`src/rtl/mxv_sequencer.sv`:
```
// -----------------------------------------------------------------------------
// mxv_sequencer
//
// Control sequencer for the matrix-vector multiply datapath. It walks the
// stored NxN matrix row by row. For each row it issues one storage read
// address per column, then steers the MAC through clear/accumulate. It then
// presents the row result to the transmitter with a valid/ready handshake.
//
// Parameters
//   WORD_LENGTH  datapath element width; not used here, kept for the datapath
//   MAX_N        largest legal matrix dimension
//
// Ports
//   clk        in   system clock, rising edge
//   reset      in   synchronous, active-high reset
//   cfg_valid  in   one-cycle strobe, cfg_size is sampled (IDLE only)
//   cfg_size   in   matrix dimension N, legal range 1..MAX_N
//   start      in   one-cycle strobe, begins a multiply (IDLE only)
//   mat_addr   out  matrix read address, row*MAX_N+col
//   vec_addr   out  vector read address, col
//   mac_clear  out  clears the accumulator (first column of each row)
//   mac_en     out  accumulates the product read in the previous cycle
//   res_valid  out  row result available on the datapath output
//   res_row    out  row index of the presented result
//   res_ready  in   transmitter accepts the result
//   busy       out  sequence in progress
//   done       out  one-cycle pulse after the last row is transferred
//   err        out  one-cycle pulse on illegal cfg or unconfigured start
//   abort      in   (MXV_SEQ_ABORT_EN only) forces IDLE from any busy state
//
// Optional feature macro: MXV_SEQ_ABORT_EN
// All outputs are registered.
// -----------------------------------------------------------------------------
module mxv_sequencer #(
    parameter int unsigned WORD_LENGTH = 8,
    parameter int unsigned MAX_N       = 8,
    localparam int unsigned IDX_W      = $clog2(MAX_N),
    localparam int unsigned SIZE_W     = $clog2(MAX_N + 1),
    localparam int unsigned ADDR_W     = $clog2(MAX_N * MAX_N)
) (
    input  logic              clk,
    input  logic              reset,
    input  logic              cfg_valid,
    input  logic [SIZE_W-1:0] cfg_size,
    input  logic              start,
`ifdef MXV_SEQ_ABORT_EN
    input  logic              abort,
`endif
    output logic [ADDR_W-1:0] mat_addr,
    output logic [IDX_W-1:0]  vec_addr,
    output logic              mac_clear,
    output logic              mac_en,
    output logic              res_valid,
    output logic [IDX_W-1:0]  res_row,
    input  logic              res_ready,
    output logic              busy,
    output logic              done,
    output logic              err
);

    // FSM encoding
    localparam logic [1:0] S_IDLE   = 2'd0;
    localparam logic [1:0] S_ISSUE  = 2'd1;
    localparam logic [1:0] S_DRAIN  = 2'd2;
    localparam logic [1:0] S_OUTPUT = 2'd3;

    logic [1:0]        state,     state_d;
    logic [SIZE_W-1:0] n_reg,     n_reg_d;
    // Run length latched at start, so a cfg in the start cycle cannot
    // disturb the sequence it launches.
    logic [SIZE_W-1:0] n_run,     n_run_d;
    logic [IDX_W-1:0]  row,       row_d;
    logic [IDX_W-1:0]  col,       col_d;
    logic [ADDR_W-1:0] mat_addr_d;
    logic [IDX_W-1:0]  vec_addr_d;
    logic              mac_clear_d;
    logic              mac_en_d;
    logic              res_valid_d;
    logic [IDX_W-1:0]  res_row_d;
    logic              busy_d;
    logic              done_d;
    logic              err_d;

    logic              cfg_legal_c;
    logic              last_col_c;
    logic              last_row_c;

    // Parameter is only carried for the datapath
    logic [31:0] word_length_unused;
    assign word_length_unused = 32'(WORD_LENGTH);

    // Matrix storage address of element (r, c)
    function automatic logic [ADDR_W-1:0] addr_of(input logic [IDX_W-1:0] r,
                                                  input logic [IDX_W-1:0] c);
        return ADDR_W'(ADDR_W'(r) * ADDR_W'(MAX_N)) + ADDR_W'(c);
    endfunction

    assign cfg_legal_c = (cfg_size != '0) && (cfg_size <= SIZE_W'(MAX_N));
    assign last_col_c  = (SIZE_W'(col) == (n_run - SIZE_W'(1)));
    assign last_row_c  = (SIZE_W'(row) == (n_run - SIZE_W'(1)));

    // Next-state and next-output logic
    always_comb begin
        state_d     = state;
        n_reg_d     = n_reg;
        n_run_d     = n_run;
        row_d       = row;
        col_d       = col;
        mat_addr_d  = mat_addr;
        vec_addr_d  = vec_addr;
        mac_clear_d = 1'b0;
        mac_en_d    = 1'b0;
        res_valid_d = 1'b0;
        res_row_d   = res_row;
        done_d      = 1'b0;
        err_d       = 1'b0;

        case (state)
            S_IDLE: begin
                // Both strobes may arrive together; start sees the old n_reg
                if (cfg_valid) begin
                    if (cfg_legal_c) begin
                        n_reg_d = cfg_size;
                    end else begin
                        err_d = 1'b1;
                    end
                end
                if (start) begin
                    if (n_reg == '0) begin
                        err_d = 1'b1;
                    end else begin
                        state_d     = S_ISSUE;
                        n_run_d     = n_reg;
                        row_d       = '0;
                        col_d       = '0;
                        mat_addr_d  = '0;
                        vec_addr_d  = '0;
                        mac_clear_d = 1'b1;
                    end
                end
            end

            S_ISSUE: begin
                // Read issued this cycle returns next cycle: accumulate then
                mac_en_d = 1'b1;
                if (last_col_c) begin
                    state_d = S_DRAIN;
                end else begin
                    col_d      = col + IDX_W'(1);
                    mat_addr_d = addr_of(row, col + IDX_W'(1));
                    vec_addr_d = col + IDX_W'(1);
                end
            end

            S_DRAIN: begin
                state_d     = S_OUTPUT;
                res_valid_d = 1'b1;
                res_row_d   = row;
            end

            S_OUTPUT: begin
                res_valid_d = 1'b1;
                if (res_ready) begin
                    res_valid_d = 1'b0;
                    col_d       = '0;
                    if (last_row_c) begin
                        state_d = S_IDLE;
                        row_d   = '0;
                        done_d  = 1'b1;
                    end else begin
                        state_d     = S_ISSUE;
                        row_d       = row + IDX_W'(1);
                        mat_addr_d  = addr_of(row + IDX_W'(1), '0);
                        vec_addr_d  = '0;
                        mac_clear_d = 1'b1;
                    end
                end
            end

            default: begin
                state_d = S_IDLE;
                row_d   = '0;
                col_d   = '0;
            end
        endcase

`ifdef MXV_SEQ_ABORT_EN
        // Abort drops the sequence without a done pulse; n_reg survives
        if (abort && (state != S_IDLE)) begin
            state_d     = S_IDLE;
            row_d       = '0;
            col_d       = '0;
            mat_addr_d  = mat_addr;
            vec_addr_d  = vec_addr;
            mac_clear_d = 1'b0;
            mac_en_d    = 1'b0;
            res_valid_d = 1'b0;
            res_row_d   = res_row;
            done_d      = 1'b0;
            err_d       = 1'b0;
        end
`endif

        busy_d = (state_d != S_IDLE);
    end

    // State and registered outputs
    always_ff @(posedge clk) begin
        if (reset) begin
            state     <= S_IDLE;
            n_reg     <= '0;
            n_run     <= '0;
            row       <= '0;
            col       <= '0;
            mat_addr  <= '0;
            vec_addr  <= '0;
            mac_clear <= 1'b0;
            mac_en    <= 1'b0;
            res_valid <= 1'b0;
            res_row   <= '0;
            busy      <= 1'b0;
            done      <= 1'b0;
            err       <= 1'b0;
        end else begin
            state     <= state_d;
            n_reg     <= n_reg_d;
            n_run     <= n_run_d;
            row       <= row_d;
            col       <= col_d;
            mat_addr  <= mat_addr_d;
            vec_addr  <= vec_addr_d;
            mac_clear <= mac_clear_d;
            mac_en    <= mac_en_d;
            res_valid <= res_valid_d;
            res_row   <= res_row_d;
            busy      <= busy_d;
            done      <= done_d;
            err       <= err_d;
        end
    end

endmodule

```
`config.mk`:
```
export PLATFORM = sky130hd
export DESIGN_NAME = mxv_sequencer
export DESIGN_NICKNAME = d
export VERILOG_FILES = /design/src/rtl/mxv_sequencer.sv
export SDC_FILE = /design/constraint.sdc
export NUM_CORES = 1
export LEC_CHECK = 0
export CORE_MARGIN = 2
export CORE_UTILIZATION = 28
export DETAILED_ROUTE_END_ITERATION = 8
export SLEW_MARGIN = 25
export SYNTH_ARGS = -nofsm -noshare
export SYNTH_HDL_FRONTEND = slang
export SYNTH_SLANG_ARGS = --single-unit
```
`constraint.sdc`:
```
create_clock -name clk -period 2.2 [get_ports clk]
set_input_delay 0.22 -clock clk [delete_from_list [all_inputs] [get_ports clk]]
set_output_delay 0.22 -clock clk [all_outputs]
set_load 0.03 [all_outputs]
```
; ---- Word-level counts from Yosys, hierarchy flattened
; Index checks and enable logic that the tools add are counted.
; Widths: inputs -> output; s select.
[classes]
eq_ne = 10
n_addsub = 4
magnitude_cmp = 1
reduce_logical = 14
mux = 36
bitwise_logic = 4
[op_table]
columns = operator, n
row1 = $mux 6, 5
row2 = $mux 3, 8
row3 = $pmux 3 s3, 2
row4 = $pmux 6 s3, 1
row5 = $mux 1, 12
row6 = $ne 2x2->1 const B, 5
row7 = $eq 3x4->1, 2
row8 = $mux 2, 4
row9 = $pmux 2 s4, 1
row10 = $add 3x1->3 const B, 2
row11 = $add 6x3->6, 1
row12 = $pmux 3 s2, 1
row13 = $reduce_and 3->1, 2
row14 = $reduce_and 6->1, 1
row15 = $reduce_and 5->1, 1
row16 = $eq 2x2->1 const B, 2
row17 = $le 4x4->1 const B, 1
row18 = $logic_not 4->1, 1
row19 = $not 1->1, 4
row20 = $pmux 1 s2, 2
row21 = $reduce_and 4->1, 1
row22 = $reduce_bool 2->1, 2
row23 = $reduce_bool 4->1, 1
row24 = $sub 4x1->4 const B, 1
row25 = 6 further kinds, 6
[word_totals]
ff_bits = 34
wordCells = 83
out_inout_bits = 18

; ---- Logic depth before layout (Yosys ltp)
; Gate-level depths: netlist of the first run.
[logic_depth]
ltp_word = 6
ltp_mapped = 8
depth_no_buf = 7

; ---- Worst setup path after synthesis of the first run
; OpenSTA, ideal clock, no wires.
[synth_timing]
path_kind = register to register
startpoint = reg n_run[0]
endpoint = reg busy
setup_slack_ps = 245
setup_time_ps = 73
t_arrival_ps = 1882
path_stages_with_launch = 9
period_less_slack_ps = 1955
cell_sequence = dfxtp_1 buf_2 inv_1 ha_1 xnor2_2 nor4b_4 o311ai_4 a2111o_1 o211ai_2
[synth_via]
elab_chain_len = 6
elab_cells_between_ends = 8
cone_classes = add/sub (1) / eq/ne (2) / mux (4) / reduce/logical (1)
[synth_lines]
columns = element, line
row1 = from (decl), 71  ; logic [SIZE_W-1:0] n_run, n_run_d;
row2 = from (signal assigned), 227  ; n_run <= n_run_d;
row3 = $sub 4x1->4 (*), "99, 100"
row4 = $eq 3x4->1, 100  ; assign last_row_c = (SIZE_W'(row) == (n_run - SIZE_W'(1)));
row5 = $mux 1, 166  ; if (last_row_c) begin
row6 = $mux 2, 163  ; if (res_ready) begin
row7 = $pmux 2 s4 (*), 118  ; case (state)
row8 = $reduce_bool 2->1 (*), 204  ; busy_d = (state_d != S_IDLE);
row9 = to (signal assigned), 236  ; busy <= busy_d;
row10 = to (decl), 56  ; output logic busy,
; Every way passes the cells marked *; elsewhere a longest branch is shown, timed or not.
; A chain may end at the register's enable or synchronous reset.

; ---- Worst setup path in the final report of the first run
[layout_timing]
startpoint = reg n_run[1]
endpoint = reg busy
; The elaborated chain is that of the path after synthesis.

==> metrics.txt, run 1 <==
outcome finished, final reports clean; GR met2 Demand/Resource 0.172; Slowest-stage cell, CP a2111o_1; Filler Cell Count between 600 and 700; Final Power just under 2 mW; Peak VDD IR between 0.4 and 0.5 mV; Worst Hold Class flop to flop; GP Congestion 0.742; setup ws final between 150 and 200 ps; DR WL/cell about 13 um; number of remaining DRC errors 0; max reg flops 6; CTS Buf Count 5; Lkg Pwr between 0.8 and 0.9 nW; Global Route met3 Usage 0.0321; Worst-Skew Late Latency 280 ps; WP data required around 2400 ps; Setup crit end kind flop; Final min period 2010 ps; Starting Density 0.291; Most Crowded Layer GR met2; Final Setup Violations 0; GRT met1 Usage 0.166; die area a little over 7000 um^2; Synth area leaders dfxtp_1, ha_1, mux2i_1; first-pass GRT wire length approximately 7 mm; top cells by count, synth dfxtp_1, nor2_1, a21oi_1, nand2_1, o21ai_1; hold buffers post-CTS 0; sequential share of the synthesized area 0.368; H-tree depth 2; Cell Pwr Density ~840 nW/um^2; Sink Count 34; vias per cell ~5; DRT iter0 DRCs 42; maxcap violations 0; most frequent cell after synthesis dfxtp_1; Final Cycle Share 0.914; wirelength, routed approximately 3.8 mm; Syn Inst Count 196; FF+latch count, synth 34; TritonRoute pass-1 iters 4; yosys synthesis warning count 0; Crit Path Max Fanout 5; critical path cell sequence inv_1 > ha_1 > xnor2_2 > nor4b_4 > o311ai_4 > a2111o_1 > o211ai_2; Critical Path Max Stage Delay 440 ps; Async S/R FF share, synth 0; Reg clk slew, reported paths approximately 70 ps; final hold vios 0; pre-CTS setup slack between 150 and 200 ps; Largest delay share family, worst path compound AO/OA/AOI/OAI gates; Finished Layout Cells between 300 and 400; Synthesized Nets between 200 and 250; gr usage total 0.117; chip width around 85 um; Vias 1,497; post-placement cell count 298; synthesized area ~1800 um^2; CTS tree done; ys flop type dfxtp_1; Synth area leader dfxtp_1; share of cells above drive strength 1 0.149; root buffer cell clkbuf_8; GRT overflow 0; fin. max-slew vios 0; site row count 29; Die Y 85.2 um; CP Data Arrival Time roughly 2200 ps; initial antenna violation count 0; port bufs 26; skew final 9.14 ps; post-cts resize count 0; crit path kind flop to flop; setup TNS 0 ps; P&R area growth vs syn 24.7%; Peak Freq ~500 MHz; vias in the first global route about 1,500; # diodes 0; RSZ-0062 raised after global routing no; Post-synth EDFFs 0; num ports 27; Slew @ Worst Pin around 480 ps; top-area cell type share of the netlist area 0.368; Netlist cell types 52; Setup Buffers After CTS 0; synthesized area per cell ~9.4 um^2; CP Launch Type flop; Core Area between 6000 and 7000 um^2; antenna-violating nets left 0; Final HPWL DP approximately 3 mm; Bufs and invs on worst path 1; clk buf depth 2; Nets between 200 and 250; largest net degree at the start of global routing 31; worst rel slew slack 0.676
## routing by layer
layer / routed length (um) / up-vias
met2: 1640 / 44
met4: 49 / 0
met1: 1950 / 681
li1: - / 765
met3: 201 / 7
met5: 0 / -
## placed cells by master, fill, tap and decap left out, types with 3 or more instances in the layout
cell              n
ha_1              8
dfxtp_1          34
nor2b_1           8
o21ai_1          11
o21ai_0           5
nor3_1            5
nand2_1          14
a21oi_1          14
nand3_1           6
inv_1             5
nor2_1           16
clkbuf_8          5
buf_4             7
xnor2_1           5
clkdlybuf4s50_1  26
mux2i_1           9
a211oi_1          3
nand3b_1          3
## worst reg2reg max path, delay by kind of cell (launching register included)
| family | cells | cell delay, ps |
|---|---|---|
| AND/OR/NAND/NOR | 1 | 380 |
| flip-flops | 1 | 360 |
| XOR/XNOR | 1 | 230 |
| buffers and inverters | 1 | 60 |
| adder cells (fa/ha/maj) | 1 | 220 |
| AO/OA/AOI/OAI | 3 | 690 |
## path summary, 6_finish.rpt
check	endpoint	start	slack, ps	depth (start not counted)
min reg2reg	vec_addr[2]$_SDFFE_PP0P_	vec_addr[2]$_SDFFE_PP0P_	480	2
min	vec_addr[2]$_SDFFE_PP0P_	vec_addr[2]$_SDFFE_PP0P_	480	2
max	busy$_SDFF_PP0_	n_run[1]$_SDFFE_PP0P_	190	7
max reg2reg	busy$_SDFF_PP0_	n_run[1]$_SDFFE_PP0P_	190	7
## layout make-up
class | count | area (um^2) | area share
Timing Repair Buffer | 34 | 333 | 0.144
Clock inverter | 2 | 10.0 | 0.00434
Tap cell | 77 | 96.3 | 0.0418
Inverter | 5 | 18.8 | 0.00814
Sequential cell | 34 | 681 | 0.295
Multi-Input combinational cell | 148 | 1100 | 0.476
Clock buffer | 5 | 68.8 | 0.0299
## metrics by stage
step | instance area (um^2) | util | hold WS, ps
detailed placement | 2230 | 0.351 | 467
global route | 2300 | 0.363 | 504
CTS | 2300 | 0.363 | 484
finish | 2300 | 0.363 | 478
global placement | 2230 | 0.351 | 467
floorplan | 1850 | - | 363
## report_power, final
group / internal, mW / total (mW) / switching [mW]
Sequential: 0.687 / 0.732 / 0.0453
Combinational: 0.335 / 0.781 / 0.446
Clock: 0.212 / 0.431 / 0.218
Total: 1.23 / 1.94 / 0.710
## logic make-up after synthesis
group	after synthesis	share of synthesized area
adder cells (fa/ha/maj)	8	0.0542
multiplexers	10	0.0548
buffers and inverters	14	0.0379
AO/OA/AOI/OAI	50	0.203
AND/OR/NAND/NOR	71	0.227
XOR/XNOR	9	0.0548
flip-flops	34	0.368
Note: power is estimated with default switching activity, not from simulation.
==> inputs of run 2 (changes only) <==
CORE_UTILIZATION = 54   (was 28)
PLACE_DENSITY = 0.79   (was unset)
==> run 2 against run 1 <==
Effect of this change:
- sequential power is 0.8% higher
- global-route usage is 11 points higher
- hold slack gained 8.1 ps
- clock skew is 2.6 ps lower
- largest power group unchanged
==> metrics.txt, run 2 (synthesis results as in run 1) <==
port bufs 26 (unchanged); number of remaining DRC errors 0 (unchanged); Lkg Pwr 0.786 nW (-4.1%); Final min period 2060 ps (+47.8 ps); Finished Layout Cells 270 (-11%); wirelength, routed 4.01 mm (+4.5%); H-tree depth 2 (unchanged); Worst-Skew Late Latency 340 ps (+60 ps); Reg clk slew, reported paths 100 ps (+30 ps); internal power 1.15 mW (-6.9%); RSZ-0062 raised after global routing no; chip width 62.5 um (-27%); gr usage total 0.227 (+0.111); GRT overflow 0 (unchanged); CP Data Arrival Time 2330 ps (+110 ps); TritonRoute pass-1 iters 4 (unchanged); Sink Count 34 (unchanged); post-placement cell count 262 (-12%); first-pass GRT wire length 7.03 mm (+0.89%); post-cts resize count 0 (unchanged); most frequent cells in the layout dfxtp_1, clkdlybuf4s50_1, nor2_1; hold buffers post-CTS 0 (unchanged); WP data required 2470 ps (+60 ps); site row count 21 (-28%); CP Launch Type flop; CTS Buf Count 5 (unchanged); GRT met1 Usage 0.260 (+0.0938); Reg power frac 0.398 (+0.021); Global Route met3 Usage 0.0667 (+0.0346); GP Congestion 0.923 (+24%); die area 3910 um^2 (-46%); Worst Hold Class flop to flop; antenna-violating nets left 0 (unchanged); Final HPWL DP 3.05 mm (+3.7%); end-of-flow core utilization 0.669 (+0.306); Slew @ Worst Pin 619 ps (+137 ps); max reg flops 6 (unchanged); crit path kind flop to flop; clock network power share 0.193 (-0.028); Setup Buffers After CTS 0 (unchanged); vias per cell 5.76 (+17%); Final Cycle Share 0.936 (+0.0217); Sw Pwr 706 uW (-0.48%); Nets 240 (-2.0%); clk buf depth 2 (unchanged); DR WL/cell 14.9 um (+18%); most common cell after layout, fill and taps aside dfxtp_1; GR met2 Demand/Resource 0.394 (+0.222); fin. max-slew vios 0 (unchanged); vias in the first global route 1,548 (+5.0%); Peak VDD IR 0.460 mV (+14%); Die Y 62.5 um (-27%); initial antenna violation count 0 (unchanged); Vias 1,554 (+3.8%); final hold vios 0 (unchanged); Final Setup Violations 0 (unchanged); # diodes 0 (unchanged); maxcap violations 0 (unchanged); Peak Freq 486 MHz (-2.3%); CTS tree done; worst rel slew slack 0.583 (-0.0937); P&R area growth vs syn 19.8%; outcome finished, final reports clean; Crit Path Max Fanout 5 (unchanged); Combinational Power Share 0.410 (+0.008); Cell Pwr Density 839 nW/um^2 (-0.59%); Core Area 3310 um^2 (-48%); share of cells above drive strength 1 0.134 (-0.0152); Setup crit end kind flop; num ports 27 (unchanged); Starting Density 0.558 (+0.267); DRT iter0 DRCs 86 (+100%); final hold slack 486 ps (+8.15 ps); skew final 6.55 ps (-2.59 ps); setup TNS 0 ps (unchanged); Filler Cell Count 293 (-55%); switch share 0.380 (+0.0155); root buffer cell clkbuf_4; largest net degree at the start of global routing 28 (-9.7%); Most Crowded Layer GR met2
run 2: metal layers:
layer / part of all wire / wire length (um)
met1: 0.44 / 1770
met2: 0.50 / 2010
met3: 0.045 / 179
met4: 0.014 / 55
met5: 0 / 0
run 2: critical path, cell delays in order, from the launching register on:
cell	delay (ps)
dfxtp_1	400
inv_1	70
ha_1	230
xnor2_2	260
nor4b_4	370
o311ai_4	150
a2111o_1	440
o211ai_2	80
run 2: path summary, 6_finish.rpt:
kind | from | to | slack, ps | cells past startpoint
setup reg to reg | n_run[1]$_SDFFE_PP0P_ | busy$_SDFF_PP0_ | 140 | 7
setup / recovery | n_run[1]$_SDFFE_PP0P_ | busy$_SDFF_PP0_ | 140 | 7
hold reg to reg | vec_addr[2]$_SDFFE_PP0P_ | vec_addr[2]$_SDFFE_PP0P_ | 490 | 2
hold / removal | vec_addr[2]$_SDFFE_PP0P_ | vec_addr[2]$_SDFFE_PP0P_ | 490 | 2
run 2: area by class of cell:
| class | instances | area (um^2) | area share |
|---|---|---|---|
| sequential | 34 | 684 | 0.309 |
| multi-input combinational | 148 | 1100 | 0.496 |
| timing repair buffer | 29 | 295 | 0.133 |
| inverter | 5 | 18.8 | 0.00848 |
| clock inverter | 1 | 5.00 | 0.00226 |
| tap | 46 | 57.6 | 0.0260 |
| clock buffer | 7 | 55.1 | 0.0249 |
run 2: power groups by stage:
stage / clock network [mW] / registers (mW) / logic, mW
after CTS: 0.369 / 0.737 / 0.762
after detailed placement: 0 / 0.752 / 0.760
after floorplan: 0 / 0.833 / 0.475
final: 0.358 / 0.738 / 0.760
after global placement: 0 / 0.746 / 0.739
after global routing: 0.391 / 0.745 / 0.825
run 2: through the flow:
| step | area (um^2) | setup WS (ps) | power (mW) |
|---|---|---|---|
| 2_1_floorplan | 1850 | 245 | 1.31 |
| 3_3_place_gp | 2150 | 185 | 1.49 |
| 3_5_place_dp | 2150 | 63.0 | 1.51 |
| 4_1_cts | 2210 | 20.6 | 1.87 |
| 5_1_grt | 2210 | 6.09 | 1.96 |
| 6_report | 2210 | 141 | 1.86 |
